<file path="src/rtl/bram_capture_sequencer_if.sv">
// bram_capture_sequencer_if: handshake bundle between the capture sequencer
// and bramController (write/read start strobes, read address, completions, data).
interface bram_capture_sequencer_if #(
    parameter int unsigned WORD_WIDTH = 24,
    parameter int unsigned ADDR_WIDTH = 3
);
    logic                  beginWrite;
    logic                  beginRead;
    logic [ADDR_WIDTH-1:0] readAddress;
    logic                  writeComplete;
    logic                  readReady;
    logic [WORD_WIDTH-1:0] outData;

    // Sequencer side drives the strobes and address, controller answers.
    modport master (
        output beginWrite,
        output beginRead,
        output readAddress,
        input  writeComplete,
        input  readReady,
        input  outData
    );

    modport slave (
        input  beginWrite,
        input  beginRead,
        input  readAddress,
        output writeComplete,
        output readReady,
        output outData
    );
endinterface

</file>
<file path="src/rtl/bram_capture_sequencer.sv">
// bram_capture_sequencer: turns record/play/stop requests into bramController
// beginWrite/beginRead strobes, walks readAddress over the buffer on playback
// and guards every handshake wait with a watchdog.
// Optional build macro LOOP_PLAYBACK_EN: playback wraps at the last address and
// streams until stopReq; undefined gives a single pass over the buffer.
module bram_capture_sequencer #(
    parameter int unsigned WORD_WIDTH     = 24,
    parameter int unsigned ADDR_WIDTH     = 3,
    parameter int unsigned TIMEOUT_CYCLES = 65535
) (
    input  logic                     clk,
    input  logic                     reset,
    bram_capture_sequencer_if.master bram,
    input  logic                     recReq,
    input  logic                     playReq,
    input  logic                     stopReq,
    output logic [WORD_WIDTH-1:0]    playData,
    output logic                     playValid,
    output logic                     busy,
    output logic                     bufferValid,
    output logic                     timeoutErr
);

    // Counter only needs to hold TIMEOUT_CYCLES-1; expiry fires on the cycle it would reach the limit.
    localparam int unsigned WD_WIDTH = (TIMEOUT_CYCLES > 1) ? $clog2(TIMEOUT_CYCLES) : 1;
    localparam logic [WD_WIDTH-1:0]   WD_LAST   = WD_WIDTH'((TIMEOUT_CYCLES > 0) ? TIMEOUT_CYCLES - 1 : 0);
    localparam logic [ADDR_WIDTH-1:0] ADDR_LAST = '1;

    localparam logic [2:0] IDLE     = 3'd0;
    localparam logic [2:0] WR_START = 3'd1;
    localparam logic [2:0] WR_WAIT  = 3'd2;
    localparam logic [2:0] RD_SETUP = 3'd3;
    localparam logic [2:0] RD_START = 3'd4;
    localparam logic [2:0] RD_WAIT  = 3'd5;
    localparam logic [2:0] RD_NEXT  = 3'd6;

    logic [2:0]            state;
    logic [2:0]            stateNext;
    logic                  recPrev;
    logic                  playPrev;
    logic                  recEdge;
    logic                  playEdge;
    logic [WD_WIDTH-1:0]   wdCnt;
    logic [WD_WIDTH-1:0]   wdCntNext;
    logic                  wdExpire;
    logic                  beginWriteNext;
    logic                  beginReadNext;
    logic [ADDR_WIDTH-1:0] readAddressNext;
    logic [WORD_WIDTH-1:0] playDataNext;
    logic                  playValidNext;
    logic                  bufferValidNext;
    logic                  timeoutErrNext;

    assign recEdge  = recReq & ~recPrev;
    assign playEdge = playReq & ~playPrev;
    assign wdExpire = (TIMEOUT_CYCLES != 0) && (wdCnt == WD_LAST);

    // State register.
    always_ff @(posedge clk or posedge reset) begin
        if (reset) begin
            state <= IDLE;
        end else begin
            state <= stateNext;
        end
    end

    // Next-state and next-output decode; all outputs are registered below.
    always_comb begin
        stateNext       = state;
        wdCntNext       = wdCnt;
        beginWriteNext  = 1'b0;
        beginReadNext   = 1'b0;
        playValidNext   = 1'b0;
        readAddressNext = bram.readAddress;
        playDataNext    = playData;
        bufferValidNext = bufferValid;
        timeoutErrNext  = timeoutErr;

        case (state)
            IDLE: begin
                // Record wins over a simultaneous play edge.
                if (recEdge) begin
                    stateNext       = WR_START;
                    beginWriteNext  = 1'b1;
                    bufferValidNext = 1'b0;
                    timeoutErrNext  = 1'b0;
                end else if (playEdge && bufferValid) begin
                    stateNext       = RD_SETUP;
                    readAddressNext = '0;
                    timeoutErrNext  = 1'b0;
                end
            end
            WR_START: begin
                stateNext = WR_WAIT;
                wdCntNext = '0;
            end
            WR_WAIT: begin
                if (bram.writeComplete) begin
                    stateNext       = IDLE;
                    bufferValidNext = 1'b1;
                end else if (wdExpire) begin
                    stateNext      = IDLE;
                    timeoutErrNext = 1'b1;
                end else if (TIMEOUT_CYCLES != 0) begin
                    wdCntNext = wdCnt + WD_WIDTH'(1);
                end
            end
            RD_SETUP: begin
                stateNext     = RD_START;
                beginReadNext = 1'b1;
            end
            RD_START: begin
                stateNext = RD_WAIT;
                wdCntNext = '0;
            end
            RD_WAIT: begin
                if (bram.readReady) begin
                    stateNext     = RD_NEXT;
                    playDataNext  = bram.outData;
                    playValidNext = 1'b1;
                end else if (wdExpire) begin
                    stateNext      = IDLE;
                    timeoutErrNext = 1'b1;
                end else if (TIMEOUT_CYCLES != 0) begin
                    wdCntNext = wdCnt + WD_WIDTH'(1);
                end
            end
            RD_NEXT: begin
`ifdef LOOP_PLAYBACK_EN
                // Address wraps naturally at the buffer end; only stopReq ends playback.
                if (stopReq) begin
                    stateNext = IDLE;
                end else begin
                    stateNext       = RD_SETUP;
                    readAddressNext = bram.readAddress + ADDR_WIDTH'(1);
                end
`else
                if (stopReq || (bram.readAddress == ADDR_LAST)) begin
                    stateNext = IDLE;
                end else begin
                    stateNext       = RD_SETUP;
                    readAddressNext = bram.readAddress + ADDR_WIDTH'(1);
                end
`endif
            end
            default: begin
                stateNext = IDLE;
            end
        endcase
    end

    // Output, watchdog and request-history registers.
    always_ff @(posedge clk or posedge reset) begin
        if (reset) begin
            recPrev          <= 1'b0;
            playPrev         <= 1'b0;
            wdCnt            <= '0;
            bram.beginWrite  <= 1'b0;
            bram.beginRead   <= 1'b0;
            bram.readAddress <= '0;
            playData         <= '0;
            playValid        <= 1'b0;
            busy             <= 1'b0;
            bufferValid      <= 1'b0;
            timeoutErr       <= 1'b0;
        end else begin
            recPrev          <= recReq;
            playPrev         <= playReq;
            wdCnt            <= wdCntNext;
            bram.beginWrite  <= beginWriteNext;
            bram.beginRead   <= beginReadNext;
            bram.readAddress <= readAddressNext;
            playData         <= playDataNext;
            playValid        <= playValidNext;
            busy             <= (stateNext != IDLE);
            bufferValid      <= bufferValidNext;
            timeoutErr       <= timeoutErrNext;
        end
    end

endmodule

</file>
<file path="src/flat_wrapper.sv">
// flat-port wrapper written by rule: the top's interface ports become plain ports
module bram_capture_sequencer_flat 
#(
    parameter int unsigned WORD_WIDTH     = 24,
    parameter int unsigned ADDR_WIDTH     = 3,
    parameter int unsigned TIMEOUT_CYCLES = 65535
)
  (clk, reset, recReq, playReq, stopReq, playData, playValid, busy, bufferValid, timeoutErr, bram_beginWrite, bram_beginRead, bram_readAddress, bram_writeComplete, bram_readReady, bram_outData);
  bram_capture_sequencer_if #(.WORD_WIDTH(WORD_WIDTH), .ADDR_WIDTH(ADDR_WIDTH)) bram_i ();
  input  logic clk;
  input  logic reset;
  input  logic recReq;
  input  logic playReq;
  input  logic stopReq;
  output logic [WORD_WIDTH-1:0] playData;
  output logic playValid;
  output logic busy;
  output logic bufferValid;
  output logic timeoutErr;
  output wire logic [$bits(bram_i.beginWrite)-1:0] bram_beginWrite;
  output wire logic [$bits(bram_i.beginRead)-1:0] bram_beginRead;
  output wire logic [$bits(bram_i.readAddress)-1:0] bram_readAddress;
  input wire logic [$bits(bram_i.writeComplete)-1:0] bram_writeComplete;
  input wire logic [$bits(bram_i.readReady)-1:0] bram_readReady;
  input wire logic [$bits(bram_i.outData)-1:0] bram_outData;
  assign bram_beginWrite = bram_i.beginWrite;
  assign bram_beginRead = bram_i.beginRead;
  assign bram_readAddress = bram_i.readAddress;
  assign bram_i.writeComplete = bram_writeComplete;
  assign bram_i.readReady = bram_readReady;
  assign bram_i.outData = bram_outData;
  bram_capture_sequencer #(.WORD_WIDTH(WORD_WIDTH), .ADDR_WIDTH(ADDR_WIDTH), .TIMEOUT_CYCLES(TIMEOUT_CYCLES)) u_core (.clk(clk), .reset(reset), .bram(bram_i), .recReq(recReq), .playReq(playReq), .stopReq(stopReq), .playData(playData), .playValid(playValid), .busy(busy), .bufferValid(bufferValid), .timeoutErr(timeoutErr));
endmodule
</file>
<file path="config.mk">
export PLATFORM = sky130hd
export DESIGN_NAME = bram_capture_sequencer_flat
export DESIGN_NICKNAME = d
export VERILOG_FILES = /design/src/rtl/bram_capture_sequencer_if.sv /design/src/rtl/bram_capture_sequencer.sv /design/src/flat_wrapper.sv
export SDC_FILE = /design/constraint.sdc
export NUM_CORES = 1
export LEC_CHECK = 0
export CORE_ASPECT_RATIO = 2
export CORE_MARGIN = 2
export CORE_UTILIZATION = 43
export DETAILED_ROUTE_END_ITERATION = 12
export GPL_TIMING_DRIVEN = 0
export HOLD_SLACK_MARGIN = 0.12
export PLACE_DENSITY = 0.76
export RECOVER_POWER = 100
export SYNTH_ARGS = -nofsm -noshare
export SYNTH_HDL_FRONTEND = slang
export SYNTH_SLANG_ARGS = --single-unit
</file>
<file path="constraint.sdc">
create_clock -name clk -period 1.8 [get_ports clk]
set_input_delay 0.27 -clock clk [delete_from_list [all_inputs] [get_ports clk]]
set_output_delay 0.27 -clock clk [all_outputs]
set_load 0.02 [all_outputs]
</file>
==> results.txt, run 1 <==
- Sorting the synthesized cells by area gives the leading types as dfrtp_1 56%, nand2_1 13%, xnor2_1 5.1%.
* Routed length per placed instance: about 14 um
- Synthesis handed over a netlist of between 200 and 300 instances.
* Crit path capture type: flip-flop
* Overflow left after global routing: 0
* Register-to-register setup slack: -30 ps
- Register bit count reported by yosys: between 50 and 60
- Distinct cell type count after synthesis: 42
- The count of final hold-check violations is 0.
- The library cell used most frequently in the layout, excluding fill and tap cells, is nand2_1.
* Static leakage: 1.582 nW
- Crit path cell chain: buf_6, nor4b_4, o211ai_1, nor4_2, xnor2_1, nor2_1
- Yosys printed 0 warnings.
- The worst register-to-register path ends at u_core.wdCnt[14].
* # port buffers: 63
- Area of the core region: 0.005420 mm^2
- Vias in the first global route: 2009
* Total global routing track utilization: 18.69%
- Data arrives at the worst endpoint at 2030 ps.
* Source-to-sink clock delay at the later pin of the worst-skew pair: 310 ps
* Post-Route Utilization: 63.02%
* Clock transition at the registers of the reported paths: 90 ps
- The detail route stage leaves a number of antenna-violating nets equal to 0.
* Max Cap Viol: 0
- The clock passes through at most 2 buffers.
* Power density over cell area: 1354 mW/mm^2
* Aggregate routed wire length: between 5 and 6 mm
- The most used flip-flop cell after synthesis is dfrtp_1.
- The synthesized design contains 0 enable-type register cells.
* Standard-cell rows: 38
* Yosys top cell area share: a little under three fifths
* Clock root cell: clkbuf_8
- I/O pin total: 64
- Detailed placer's ending HPWL: 3.958 mm
* Final setup skew: 3.951 ps
- Origin of the critical flop-to-flop path: u_core.state[0]
- After clock tree synthesis, the flow added hold-fix buffers numbering 0.
- Most area-hungry cell type in the Yosys netlist: dfrtp_1
- Ant diodes: 0
- Post-synthesis sequential area ratio: 55.81%
- In this run the tightest slew margin relative to its limit is 54.34%.
- The flow ran to the end, but the final reports show violations.
- The clock tree synthesis step divided the H-tree into 2 levels.
- From synthesis to final layout, the design area changed by 41.09%.
* Max stage delay on crit path: about 380 ps
- Clock tree synthesis found a total of 54 sinks.
- Summed over all failing endpoints, the final setup total negative slack is -53.29 ps.
- Fmax: 547.9 MHz
- Of all nets on the critical path, the largest fanout is 6.
* Count of final max-slew check failures: 0
- First drt pass iteration count: 5
- Routability Congestion: 0.8161
- Maximum ir drop on the vdd rail: between 1 and 1.5 mV
- The initial utilization of the core area, before any placement, comes to 44.67%.
- Transition time at the pin with the least slew margin: between 600 and 700 ps
- Minimum clock period: 1825 ps
- The net count of the finished layout is around 370.
- Area of the mapped netlist: 0.002421 mm^2
- Maximum number of pins on one net before global-route repair: 38
- Drt drc: 0
* CTS tree: built
- Number of CTS-inserted buffers: 5
- Die outline area: 0.006283 mm^2
- Setup slack on the critical path of the routed design comes to -25.20 ps.
- Counting every net in the synthesized netlist gives 288.
- Top library cells by usage in the layout, fill and taps aside: 82 x nand2_1, 60 x clkdlybuf4s50_1, 51 x dfrtp_1
- In the routed layout, each cell is associated on average with a via count of 5.139.
- Final setup violation count: 3
- Avg Synthesized Cell Area: 9.569 um^2
- Type of the worst min-delay path: input pin to flip-flop
* FFs w/ async S/R, synth: between 90% and 100%
- For this design, the slowest cell found on the critical path is dfrtp_1.
- Data required, critical path: 2000 ps
- Crit start category: flip-flop
* Initial antenna violation count: 0
- Setup repair after global routing missed its margin: true
- Measured in cells, the most critical reg-to-reg path has a length of 6.
- Wire length of the first global-routing pass: 9.052 mm
* Violated checks: negative setup slack
- The routed layout has 2040 vias.
* Critical path capture point: u_core.wdCnt[14]
- Period utilization: 101.4%
- The die is 57.06 um wide.
* Y dimension of the die: between 100 and 150 um
* DRT iter0 DRCs: 37
* WS Path Type: flip-flop to flip-flop
* CP startpoint: u_core.state[0]
* Share of post-route cells with drive strength above 1: 14.24%
## flip-flops by register name, indices dropped and copies added, names as in the netlist, 3 cells and up
signal and flops:
u_core.bram.readAddress 3, u_core.state 3, u_core.wdCnt 16, u_core.playData 24
## routing by layer
| metal | vias to the layer above | routed length (um) | track usage, % |
|---|---|---|---|
| li1 | 996 | - | - |
| met1 | 981 | 2094 | 20.30 |
| met2 | 53 | 3163 | 33.09 |
| met3 | 10 | 209 | 4.201 |
| met4 | 0 | 127 | 10.13 |
| met5 | - | 0 | 0 |
## final cells by class
cell class	count	area [um^2]
multi-input combinational	184	1062
clock inverter	1	30.03
buffer	7	45.04
fill	470	2004
tap	60	75.07
clock buffer	6	82.58
timing repair buffer	77	735.7
inverter	8	30.03
sequential	54	1355
## how the worst min path moves through the flow
| stage | from | endpoint | slack [ps] | cells after the start |
|---|---|---|---|---|
| after floorplan | playReq | u_core.playPrev | 300 | 0 |
| after global placement | u_core.playData[3] | u_core.playData[3] | 460 | 2 |
| after detailed placement | u_core.playData[6] | u_core.playData[6] | 460 | 2 |
| after CTS | reset | u_core.playPrev | 250 | 2 |
| after global routing | bram_outData[20] | u_core.playData[20] | 470 | 3 |
| final | bram_outData[14] | u_core.playData[14] | 470 | 3 |
## stage by stage
step                setup WS [ps]  area [um^2]  cells  hold slack (ps)  total power (W)
floorplan                   49.38         2421    253            301.4         0.002827
finish                     -25.20         3416    397            472.6         0.004626
detailed placement         -265.1         3147    377            461.8         0.003745
global placement           -780.9         3127    376            457.8         0.003693
global route               -102.2         3416    397            469.7         0.004922
CTS                        -22.85         3341    392            247.8         0.004651
## cell usage after synthesis (2+ instances only)
cell      instances
nand2_1          82
dfrtp_1          54
nor2_1           23
xnor2_1          14
inv_1             7
nor3_1            7
nand3_1           6
nor4_1            6
a21oi_1           5
clkbuf_1          4
ha_1              4
o21ai_0           3
or3_1             3
a22o_1            2
and4_1            2
buf_6             2
nand2b_1          2
nand4_1           2
or2b_2            2
## report_power, final
part / total, W / switching, W / internal (W)
combinational: 0.00198 / 0.00104 / 0.000937
clock: 0.000838 / 0.000393 / 0.000445
sequential: 0.00181 / 0.000230 / 0.00158
## cells by family after synthesis
group / synth area share [%]
xor gates and xnor gates: 5.065
buffers and inverters: 2.997
adders and majority gates: 2.067
and+or+nand+nor: 29.87
AOI/OAI and AO/OA: 4.186
DFF: 55.81
## repair_timing
item                       in CTS  in global routing
gates resized for setup         4                 15
pin swaps                       2                  5
setup buffers                   8                  5
cloned                          0                  0
setup endpoints to repair      14                 32
## worst max-delay path, delay by kind of cell (launching register included)
kind | cells | cell delay (ps)
xor+xnor | 1 | 160
simple gates | 3 | 740
compound gates | 1 | 310
flops | 1 | 380
buf+inv | 1 | 130
Power figures use the tool's default switching activity.
==> run 2, diff against run 1 <==
- SETUP_SLACK_MARGIN: unset -> 0.2
==> run 2 against run 1 <==
Net effect:
- the run still ends with negative setup slack left
- die area unchanged
- flip-flop and latch count unchanged
- register-to-register slack got worse by 30 ps
- critical endpoint is now u_core.busy
- sequential share of layout area decreased by 1.3 points
- cell area increased by 3.6%
- sequential power about the same
- total power decreased by 0.25%
- critical path depth unchanged
- combinational power about the same
- global-route usage increased by 1.3 points
==> results.txt, run 2 (synthesis results as in run 1) <==
* Vias/cell: 5.204
- Summing all placed instances gives a cell area of roughly 0.0032 mm^2.
- The run finished, with violations left.
- STA puts the critical path data arrival time at approximately 2100 ps.
- At the end of routability-driven placement, the weighted congestion stood at 0.8428.
* Share of post-route cells with drive strength above 1: 21.99%
- The cell sitting at the root of the clock tree is a clkbuf_8.
- Leading registers by flop count: u_core.playData (24), u_core.wdCnt (16)
- For this run, design rule violations remaining after detail routing come to 0.
- CP max stage cell: dfrtp_1
- Setup violations remaining at the end of the flow were counted as 1.
- Crit path capture type: flip-flop
- The number of slew-limit violations in the final report came to 0.
* Register with the most flip-flops: u_core.playData
* CTS tree: built
- Number of CTS-inserted buffers: 5
* Static leakage: roughly 1.6 nW
- At the later pin of the worst-skew pair, clock insertion delay measures 320 ps.
- Leaving out fill and tap cells, the most frequent cell in the layout is nand2_1.
- Die outline area: 0.006283 mm^2
- Buffers inserted to repair hold after CTS numbered 0.
- For this block, the initial DRC count from the detailed router was between 60 and 70.
- Initial antenna violation count: 0
- Leaving out fill and tap cells, the most frequent cells in the layout are 81 x nand2_1, 49 x dfrtp_1, 43 x clkdlybuf4s50_1.
- Depth of the worst register-to-register path: 6
- Maximum number of pins on one net before global-route repair: 39
* # port buffers: 63
- Family with the most delay on the worst path: simple AND/OR/NAND/NOR gates
* Min setup slack post-route: -55.25 ps
- Minimum clock period: approximately 1900 ps
* Max Cap Viol: 0
- The register with the most flip-flops in the layout has 24 of them.
* Antenna Violating Nets Remaining: 0
- For this run the aggregate overflow at the end of global routing stands at 0.
- The number of antenna diodes in the final layout is 0.
- Together, buffers and inverters on the worst path number 1.
- For the pin with the worst max-slew slack, the measured transition is 629.4 ps.
- After routing the design area is ~0.0035 mm^2.
* Aggregate routed wire length: 6.051 mm
- First drt pass iteration count: 4
- CTS sink cnt: 54
* X dimension of the die: ~57 um
- VDD sags by at most roughly 1.1 mV.
- The worst setup path is launched from a flip-flop.
* Routed length per placed instance: 15.09 um
* Total global routing track utilization: 19.96%
- Max stage delay on crit path: 440 ps
- Final net count: 375
* Level count of the clock H-tree: 2
- Counting buffers and inverters, the worst setup path is 6 cells deep.
- Post-Route Utilization: 65.28%
* Final-report hold violation count: 0
- Vias in the first global route: 2143
- Compared with the post-synthesis result, the final layout area differs by 46.15%.
- In this run the critical register-to-register path is launched from u_core.wdCnt[2].
- Detailed placer's ending HPWL: approximately 4.0 mm
* Clock transition at the registers of the reported paths: 100 ps
* CP startpoint: u_core.wdCnt[2]
- The detailed router placed 2087 vias in this run.
* Critical path fanouts, max: 6
- The critical path in this run is classified as flip-flop to flip-flop.
- Type of the worst min-delay path: input pin to asynchronous set/reset pin
* Initial standard-cell utilization of the core: 44.67%
- After floorplanning, the core was sized to cover 0.005420 mm^2.
- Static timing analysis puts the maximum clock frequency at 539.0 MHz.
* Standard-cell rows: 38
* Violated checks: negative setup slack
- Crit path cell chain: and4_1, and4bb_1, buf_6, nand3b_1, a21o_2, or3_1
- From bottom edge to top edge, the die measures 110.1 um.
- For this design the ratio of total power to cell area is 1304 mW/mm^2.
* Period utilization: 103.1%
- Data required, critical path: roughly 2000 ps
- Setup repair after global routing could not meet its margin everywhere.
- The first global-routing pass estimated about 9.7 mm of wire.
- Following the worst setup path forward leads to its endpoint at u_core.busy.
- 64 I/O pins were placed.
* Final setup skew: 3.251 ps
* Endpoint of the lowest-slack register-to-register path: u_core.busy
- Register-to-register setup slack: -60 ps
* Clock Path Buffers: 2
- In this run the tightest slew margin relative to its limit is 57.99%.
[run 2: what timing repair did]
item                                    CTS  global route
buffers inserted                         11             5
endpoints found under the setup margin   47            56
resized for setup                        31            45
pin swaps                                12            16
[run 2: how the worst min path moves through the flow]
| stage | end | slack (ps) | cells past startpoint |
|---|---|---|---|
| final | u_core.bram.beginWrite | 460 | 2 |
| after global routing | u_core.bufferValid | 470 | 3 |
| after CTS | u_core.playPrev | 250 | 2 |
| after detailed placement | u_core.playData[9] | 460 | 2 |
| after global placement | u_core.playData[2] | 460 | 2 |
| after floorplan | u_core.playPrev | 300 | 0 |
[run 2: area by class of cell]
class / instances / area, um^2
fillers: 444 / 1882
flip-flops and latches: 54 / 1358
multi-input cells: 184 / 1224
repair buffers: 80 / 691.9
well taps: 60 / 75.07
clock buffers: 5 / 68.82
plain buffers: 7 / 50.05
clock inverters: 3 / 40.04
inverters: 8 / 31.28
[run 2: through the flow]
stage          worst slack (ps)  power, W  hold slack, ps  setup TNS [ps]  cells
3_3_place_gp             -927.7  0.003702           457.2          -44010    376
3_5_place_dp             -299.5  0.003753           464.8           -2904    377
2_1_floorplan             50.21  0.002835           301.4               0    253
6_report                 -55.25  0.004614           458.0          -55.25    401
5_1_grt                  -142.3  0.004918           473.8          -548.8    401
4_1_cts                  -10.51  0.004695           250.5          -10.51    396
[run 2: routing by layer]
metal | vias up | wire length [um] | GRT usage (%)
met5 | - | 0 | 0
met4 | 0 | 174 | 8.804
met3 | 15 | 243 | 4.667
met2 | 68 | 3455 | 37.27
met1 | 1001 | 2177 | 20.69
li1 | 1003 | - | -
[run 2: where the power goes]
| part | switching, W | leakage, nW | internal, W |
|---|---|---|---|
| Clock | 0.000406 | 0.0579 | 0.000410 |
| Sequential | 0.000241 | 0.698 | 0.00158 |
| Combinational | 0.00112 | 0.831 | 0.000850 |
| Total | 0.00177 | 1.59 | 0.00284 |
[run 2: worst reg2reg max path, stage by stage, from the launching register on]
cell and delay [ps]:
dfrtp_1 440, and4_1 310, and4bb_1 230, buf_6 130, nand3b_1 70, a21o_2 200
or3_1 360
